## src/rtl/ddr4_v2_2_20_cal_wr_pat_pkg.sv

```systemverilog
// ddr4_v2_2_20_cal_wr_pat_pkg: shared types and constants for the calibration write-pattern generator
package ddr4_v2_2_20_cal_wr_pat_pkg;
    typedef enum logic [1:0] {ST_IDLE, ST_ARM, ST_BURST, ST_DONE} state_t;
    typedef enum logic [2:0] {PAT_ZERO, PAT_ONES, PAT_CLK, PAT_WALK1, PAT_PRBS7, PAT_MASK} pat_t;
    localparam logic [6:0] PRBS_SEED = 7'h7F;
    localparam logic [7:0] CLK_BYTE  = 8'h55;
    localparam logic [7:0] MASK_DM   = 8'hAA;
endpackage

```

## src/rtl/ddr4_v2_2_20_cal_wr_pat_if.sv

```systemverilog
// ddr4_v2_2_20_cal_wr_pat_if: request handshake and write-data bus of the pattern generator
interface ddr4_v2_2_20_cal_wr_pat_if;
    logic        wr_req;
    logic [2:0]  wr_pattern;
    logic [7:0]  wr_bursts;
    logic [1:0]  wr_offset;
    logic        wr_abort;
    logic        wr_ready;
    logic        wr_done;
    logic [63:0] DQOut;
    logic [7:0]  DMOut;
    logic        wrDataVal;
    logic [2:1]  wrOffset;
    modport master (output wr_req, wr_pattern, wr_bursts, wr_offset, wr_abort,
                    input wr_ready, wr_done, DQOut, DMOut, wrDataVal, wrOffset);
    modport slave  (input wr_req, wr_pattern, wr_bursts, wr_offset, wr_abort,
                    output wr_ready, wr_done, DQOut, DMOut, wrDataVal, wrOffset);
endinterface

```

## src/rtl/ddr4_v2_2_20_cal_wr_lfsr.sv

```systemverilog
// ddr4_v2_2_20_cal_wr_lfsr: x^7+x^6+1 PRBS7 source producing 8 beats per advance
module ddr4_v2_2_20_cal_wr_lfsr
    import ddr4_v2_2_20_cal_wr_pat_pkg::*;
(
    input  logic       clk,
    input  logic       rst,
    input  logic       seed,
    input  logic       advance,
    output logic [7:0] beats
);
    logic [6:0] s_q, s_d, t;
    always_comb begin
        t = s_q;
        beats = '0;
        for (int b = 0; b < 8; b++) begin
            beats[b] = t[6];
            t = {t[5:0], t[6] ^ t[5]};
        end
        s_d = seed ? PRBS_SEED : advance ? t : s_q;
    end
    always_ff @(posedge clk or posedge rst)
        if (rst) s_q <= PRBS_SEED;
        else     s_q <= s_d;
endmodule

```

## src/rtl/ddr4_v2_2_20_cal_wr_pat.sv

```systemverilog
// ddr4_v2_2_20_cal_wr_pat: per-byte calibration write-pattern generator with programmable latency
module ddr4_v2_2_20_cal_wr_pat
    import ddr4_v2_2_20_cal_wr_pat_pkg::*;
#(
    parameter real TCQ    = 0.1,
    parameter int  WR_LAT = 2
) (
    input logic clk,
    input logic rst,
    ddr4_v2_2_20_cal_wr_pat_if.slave bus
);
    state_t      state_q, state_d;
    logic [3:0]  lat_q;
    logic [8:0]  n_q;
    logic [7:0]  bursts_q;
    logic [2:0]  pat_q;
    logic [1:0]  off_q;
    logic        ready_q, done_q, val_q;
    logic [63:0] dq_q, dq_d;
    logic [7:0]  dm_q, dm_d, beats;
    logic        accept, emit, last;
    assign accept = state_q == ST_IDLE && ready_q && bus.wr_req && !bus.wr_abort;
    assign emit   = state_q == ST_BURST && !bus.wr_abort;
    // 9-bit compare so a 256-word burst terminates instead of wrapping
    assign last   = n_q == {1'b0, bursts_q};
    ddr4_v2_2_20_cal_wr_lfsr u_lfsr (
        .clk(clk), .rst(rst), .seed(accept), .advance(emit), .beats(beats)
    );
    always_ff @(posedge clk or posedge rst)
        if (rst) state_q <= ST_IDLE;
        else     state_q <= state_d;
    always_comb begin
        state_d = bus.wr_abort ? ST_IDLE :
                  state_q == ST_IDLE  ? (accept ? (WR_LAT == 0 ? ST_BURST : ST_ARM) : ST_IDLE) :
                  state_q == ST_ARM   ? (lat_q == 4'(WR_LAT - 1) ? ST_BURST : ST_ARM) :
                  state_q == ST_BURST ? (last ? ST_DONE : ST_BURST) : ST_IDLE;
    end
    always_comb begin
        dq_d = '0;
        for (int i = 0; i < 8; i++)
            dq_d[i*8 +: 8] = !emit ? 8'h00 :
                             pat_q == PAT_ONES || pat_q == PAT_MASK ? 8'hFF :
                             pat_q == PAT_CLK   ? CLK_BYTE :
                             pat_q == PAT_WALK1 ? {8{n_q[2:0] == 3'(i)}} :
                             pat_q == PAT_PRBS7 ? (i[0] ? ~beats : beats) : 8'h00;
        dm_d = emit && pat_q == PAT_MASK ? MASK_DM : 8'h00;
    end
    always_ff @(posedge clk or posedge rst)
        if (rst) begin
            lat_q    <= '0;
            n_q      <= '0;
            bursts_q <= '0;
            pat_q    <= '0;
            off_q    <= '0;
            ready_q  <= 1'b1;
            done_q   <= 1'b0;
            val_q    <= 1'b0;
            dq_q     <= '0;
            dm_q     <= '0;
        end else begin
            lat_q    <= accept ? 4'd0 : lat_q + 4'd1;
            n_q      <= accept ? 9'd0 : state_q == ST_BURST ? n_q + 9'd1 : n_q;
            bursts_q <= accept ? bus.wr_bursts : bursts_q;
            pat_q    <= accept ? bus.wr_pattern : pat_q;
            off_q    <= accept ? bus.wr_offset : off_q;
            // hold ready low through the cycle that shows wr_done
            ready_q  <= state_d == ST_IDLE && state_q != ST_DONE;
            done_q   <= state_q == ST_DONE && !bus.wr_abort;
            val_q    <= emit;
            dq_q     <= dq_d;
            dm_q     <= dm_d;
        end
    assign bus.wr_ready  = ready_q;
    assign bus.wr_done   = done_q;
    assign bus.wrDataVal = val_q;
    assign bus.DQOut     = dq_q;
    assign bus.DMOut     = dm_q;
    assign bus.wrOffset  = off_q;
endmodule

```

## src/flat_wrapper.sv

```systemverilog
// flat-port wrapper written by rule: the top's interface ports become plain ports
module ddr4_v2_2_20_cal_wr_pat_flat import ddr4_v2_2_20_cal_wr_pat_pkg::*;
#(
    parameter real TCQ    = 0.1,
    parameter int  WR_LAT = 2
)
  (clk, rst, bus_wr_req, bus_wr_pattern, bus_wr_bursts, bus_wr_offset, bus_wr_abort, bus_wr_ready, bus_wr_done, bus_DQOut, bus_DMOut, bus_wrDataVal, bus_wrOffset);
  ddr4_v2_2_20_cal_wr_pat_if bus_i ();
  input logic clk;
  input logic rst;
  input wire logic [$bits(bus_i.wr_req)-1:0] bus_wr_req;
  input wire logic [$bits(bus_i.wr_pattern)-1:0] bus_wr_pattern;
  input wire logic [$bits(bus_i.wr_bursts)-1:0] bus_wr_bursts;
  input wire logic [$bits(bus_i.wr_offset)-1:0] bus_wr_offset;
  input wire logic [$bits(bus_i.wr_abort)-1:0] bus_wr_abort;
  output wire logic [$bits(bus_i.wr_ready)-1:0] bus_wr_ready;
  output wire logic [$bits(bus_i.wr_done)-1:0] bus_wr_done;
  output wire logic [$bits(bus_i.DQOut)-1:0] bus_DQOut;
  output wire logic [$bits(bus_i.DMOut)-1:0] bus_DMOut;
  output wire logic [$bits(bus_i.wrDataVal)-1:0] bus_wrDataVal;
  output wire logic [$bits(bus_i.wrOffset)-1:0] bus_wrOffset;
  assign bus_i.wr_req = bus_wr_req;
  assign bus_i.wr_pattern = bus_wr_pattern;
  assign bus_i.wr_bursts = bus_wr_bursts;
  assign bus_i.wr_offset = bus_wr_offset;
  assign bus_i.wr_abort = bus_wr_abort;
  assign bus_wr_ready = bus_i.wr_ready;
  assign bus_wr_done = bus_i.wr_done;
  assign bus_DQOut = bus_i.DQOut;
  assign bus_DMOut = bus_i.DMOut;
  assign bus_wrDataVal = bus_i.wrDataVal;
  assign bus_wrOffset = bus_i.wrOffset;
  ddr4_v2_2_20_cal_wr_pat #(.TCQ(TCQ), .WR_LAT(WR_LAT)) u_core (.clk(clk), .rst(rst), .bus(bus_i));
endmodule
```

## config.mk

```make
export PLATFORM = sky130hd
export DESIGN_NAME = ddr4_v2_2_20_cal_wr_pat_flat
export DESIGN_NICKNAME = d
export VERILOG_FILES = /design/src/rtl/ddr4_v2_2_20_cal_wr_pat_pkg.sv /design/src/rtl/ddr4_v2_2_20_cal_wr_pat_if.sv /design/src/rtl/ddr4_v2_2_20_cal_wr_lfsr.sv /design/src/rtl/ddr4_v2_2_20_cal_wr_pat.sv /design/src/flat_wrapper.sv
export SDC_FILE = /design/constraint.sdc
export NUM_CORES = 1
export LEC_CHECK = 0
export ABC_AREA = 1
export CORE_AREA = 2 2 130 82
export CTS_CLUSTER_SIZE = 30
export DETAILED_ROUTE_END_ITERATION = 10
export DIE_AREA = 0 0 132 84
export GPL_TIMING_DRIVEN = 0
export PLACE_DENSITY = 0.71
export SLEW_MARGIN = 5
export SYNTH_ARGS = -nofsm -noshare
export SYNTH_HDL_FRONTEND = slang
export SYNTH_SLANG_ARGS = --single-unit
```

## constraint.sdc

```tcl
create_clock -name clk -period 5.2 [get_ports clk]
set_input_delay 0.78 -clock clk [delete_from_list [all_inputs] [get_ports clk]]
set_output_delay 0.78 -clock clk [all_outputs]
set_load 0.1 [all_outputs]
```

==> metrics.txt <==
outcome=finished, final reports clean; DR vias=3456; FP Rows=29; WP data arrival=2.00 ns; Placed Cells=699; global route overflow=0; post-CTS sizing=0; TNS Setup=0 ns; Min Clock Period, post-route=2.78 ns; Area Overhead vs Synth=31.8%; DRC viols=0; Yosys top cell by area=dfrtp_1; vias per cell=4.84; Die W=132 µm; initial antenna violation count=0; crit path kind=flop to primary output; Root Buffer Master=clkbuf_16; violation count after the first detailed-route iteration=284; top-area cell type share of the netlist area=54.7%; VDD IR max=0.248 mV; Final Skew=0.00812 ns; RSZ-0062 raised after global routing=false; Worst path top cell family by delay=buffers and inverters; crit end category=primary output; Overall Global Routing Usage=20.7%; final wirelength=10700 µm; 1st-pass router iterations=4; FFs w/ async S/R, synth=100%; Hold WC Path Type=flop to flop; Worst Reg-to-Reg Cells=6; Cells after Synth=467; Setup crit start kind=flop; most frequent cell after synthesis=nand2_1; Clock Latency Late Sink=0.34 ns; first-pass GRT wire length=17800 µm; MaxCap Viol Count=0; Post-Syn Area=4350 µm²; RePlAce Congestion=0.908; met2 Use GR=28.6%; largest net degree at the start of global routing=60; H-tree levels=3; most used flip-flop cell after synthesis=dfrtp_1; worst endpoint required time=4.42 ns; overall power=2340 µW; max_slew headroom=32.7%; Clock transition at path regs=0.06 ns; Die ar.=11100 µm²; Yosys warnings=0; gr busiest metal=met1; CP max FO=2; main area contributors after synthesis=dfrtp_1, nand2_1, inv_1; io pins=94; crit-path cells=clkdlybuf4s50_1; Post-CTS Setup Inserts=0; Core Box Area=10100 µm²; CP peak stage delay=1.13 ns; Starting Density=43.2%; P_leak=0.00300 µW; pwr dens=408 nW/µm²; Worst Hold Depth=1; CTS Hold Bufs=0; Final setup viols=0; f_max=360 MHz; Clock Tree Buf Depth=2; Hold Fails Final Rpt=0; flops & latches, synth=103; max-slew violation count=0; met3 usage=7.16%; Antenna Violating Nets Remaining=0; post-synthesis area per instance=9.30 µm²; Slew @ Worst Pin=1.01 ns; clock sinks=103; number of port buffers=89; Seq/Total Area, Yosys=59.5%; WL per Instance=14.9 µm; Final HPWL DP=7660 µm; Slowest cell on crit path=clkdlybuf4s50_1; n_diodes=0; vias in the first global route=3452; met1 GRT Util=30.9%; fin crit share=53.4%; die height=84 µm; crit path buf inv count=1; CTS tree=built; fin nets=596; Levels on crit path=1; Num CTS Buffers=9; fin cells=714; layout cells sized above 1=9.39%; Synth cell types=33; Commonest cells post-synth=nand2_1, dfrtp_1, inv_1; Post-synth EDFFs=0
==> sequential cells by signal (all words and copies together), names as in the netlist, 2 cells and up <==
signal	count
u_core.bursts_q	8
u_core.bus.DQOut	64
u_core.bus.wrOffset	2
u_core.lat_q	4
u_core.n_q	9
u_core.pat_q	3
u_core.state_q	2
u_core.u_lfsr.s_q	7
==> cell usage in the layout, fill, tap and decap left out, drive strengths merged <==
cell type | netlist | final
a21oi | 44 | 44
a31oi | 10 | 10
a32oi | 1 | 1
buf | 21 | 22
clkbuf | 4 | 14
clkdlybuf4s50 | 0 | 89
clkinv | 0 | 4
clkinvlp | 0 | 1
conb | 1 | 4
dfrtp | 95 | 95
dfstp | 8 | 8
ha | 8 | 8
inv | 68 | 68
nand2 | 107 | 107
nand3 | 22 | 22
nor2 | 31 | 31
nor3 | 4 | 4
nor3b | 2 | 2
o211ai | 1 | 1
o21ai | 27 | 27
o21bai | 1 | 1
o221ai | 1 | 1
xnor2 | 4 | 4
xor2 | 7 | 7
==> layer usage <==
| metal | vias to the layer above | wire length, µm |
|---|---|---|
| met2 | 122 | 4250 |
| met1 | 1667 | 5320 |
| met3 | 9 | 967 |
| met4 | 0 | 116 |
| li1 | 1658 | - |
| met5 | - | 0 |
==> kinds of logic after synthesis <==
family	after synthesis	synth area share [%]
and+or+nand+nor	166	16.3
other	1	0.0863
buffers and inverters	93	9.21
DFF	103	59.5
AOI/OAI and AO/OA	85	10.4
adders and majority gates	8	2.30
xor gates and xnor gates	11	2.22
==> cell type report <==
| type | instances | area (µm²) |
|---|---|---|
| Tap cell | 139 | 174 |
| Sequential cell | 103 | 2590 |
| Inverter | 68 | 258 |
| Fill cell | 888 | 4330 |
| Timing Repair Buffer | 90 | 918 |
| Clock inverter | 5 | 35.0 |
| Clock buffer | 10 | 239 |
| Buffer | 25 | 145 |
| Multi-Input combinational cell | 274 | 1370 |
==> worst reg2reg max path, stage by stage, from the launching register on <==
cell and delay (ns):
dfrtp_1 0.37, inv_1 0.17, nor2_1 0.09, inv_1 0.13, nand2_2 0.16, a21oi_1 0.39
a21oi_1 0.14
==> report_power, final <==
group / switching, µW / internal [µW]
Sequential: 66.7 / 899
Clock: 290 / 335
Combinational: 542 / 206
==> stage by stage <==
| step | utilization [%] | area, µm² | hold slack, ns | setup WS [ns] |
|---|---|---|---|---|
| after CTS | 57.0 | 5730 | 0.494 | 2.40 |
| after detailed placement | 54.2 | 5450 | 0.486 | 2.77 |
| after floorplan | - | 4360 | 0.460 | 1.73 |
| final | 57.0 | 5730 | 0.490 | 2.42 |
| after global routing | 57.0 | 5730 | 0.529 | 2.37 |
| after global placement | 53.9 | 5420 | 0.464 | 0.321 |
==> final timing paths <==
kind | start | slack (ns) | endpoint
max in group asynchronous | rst | 3.54 | u_core.u_lfsr.s_q[4]
setup / recovery | u_core.bus.wr_ready | 2.42 | bus_wr_ready
hold / removal | u_core.lat_q[0] | 0.49 | u_core.lat_q[0]
hold reg to reg | u_core.lat_q[0] | 0.49 | u_core.lat_q[0]
min in group asynchronous | rst | 0.93 | u_core.bus.DMOut[5]
setup reg to reg | u_core.pat_q[0] | 3.60 | u_core.bus.DQOut[46]
Power figures use the tool's default switching activity.
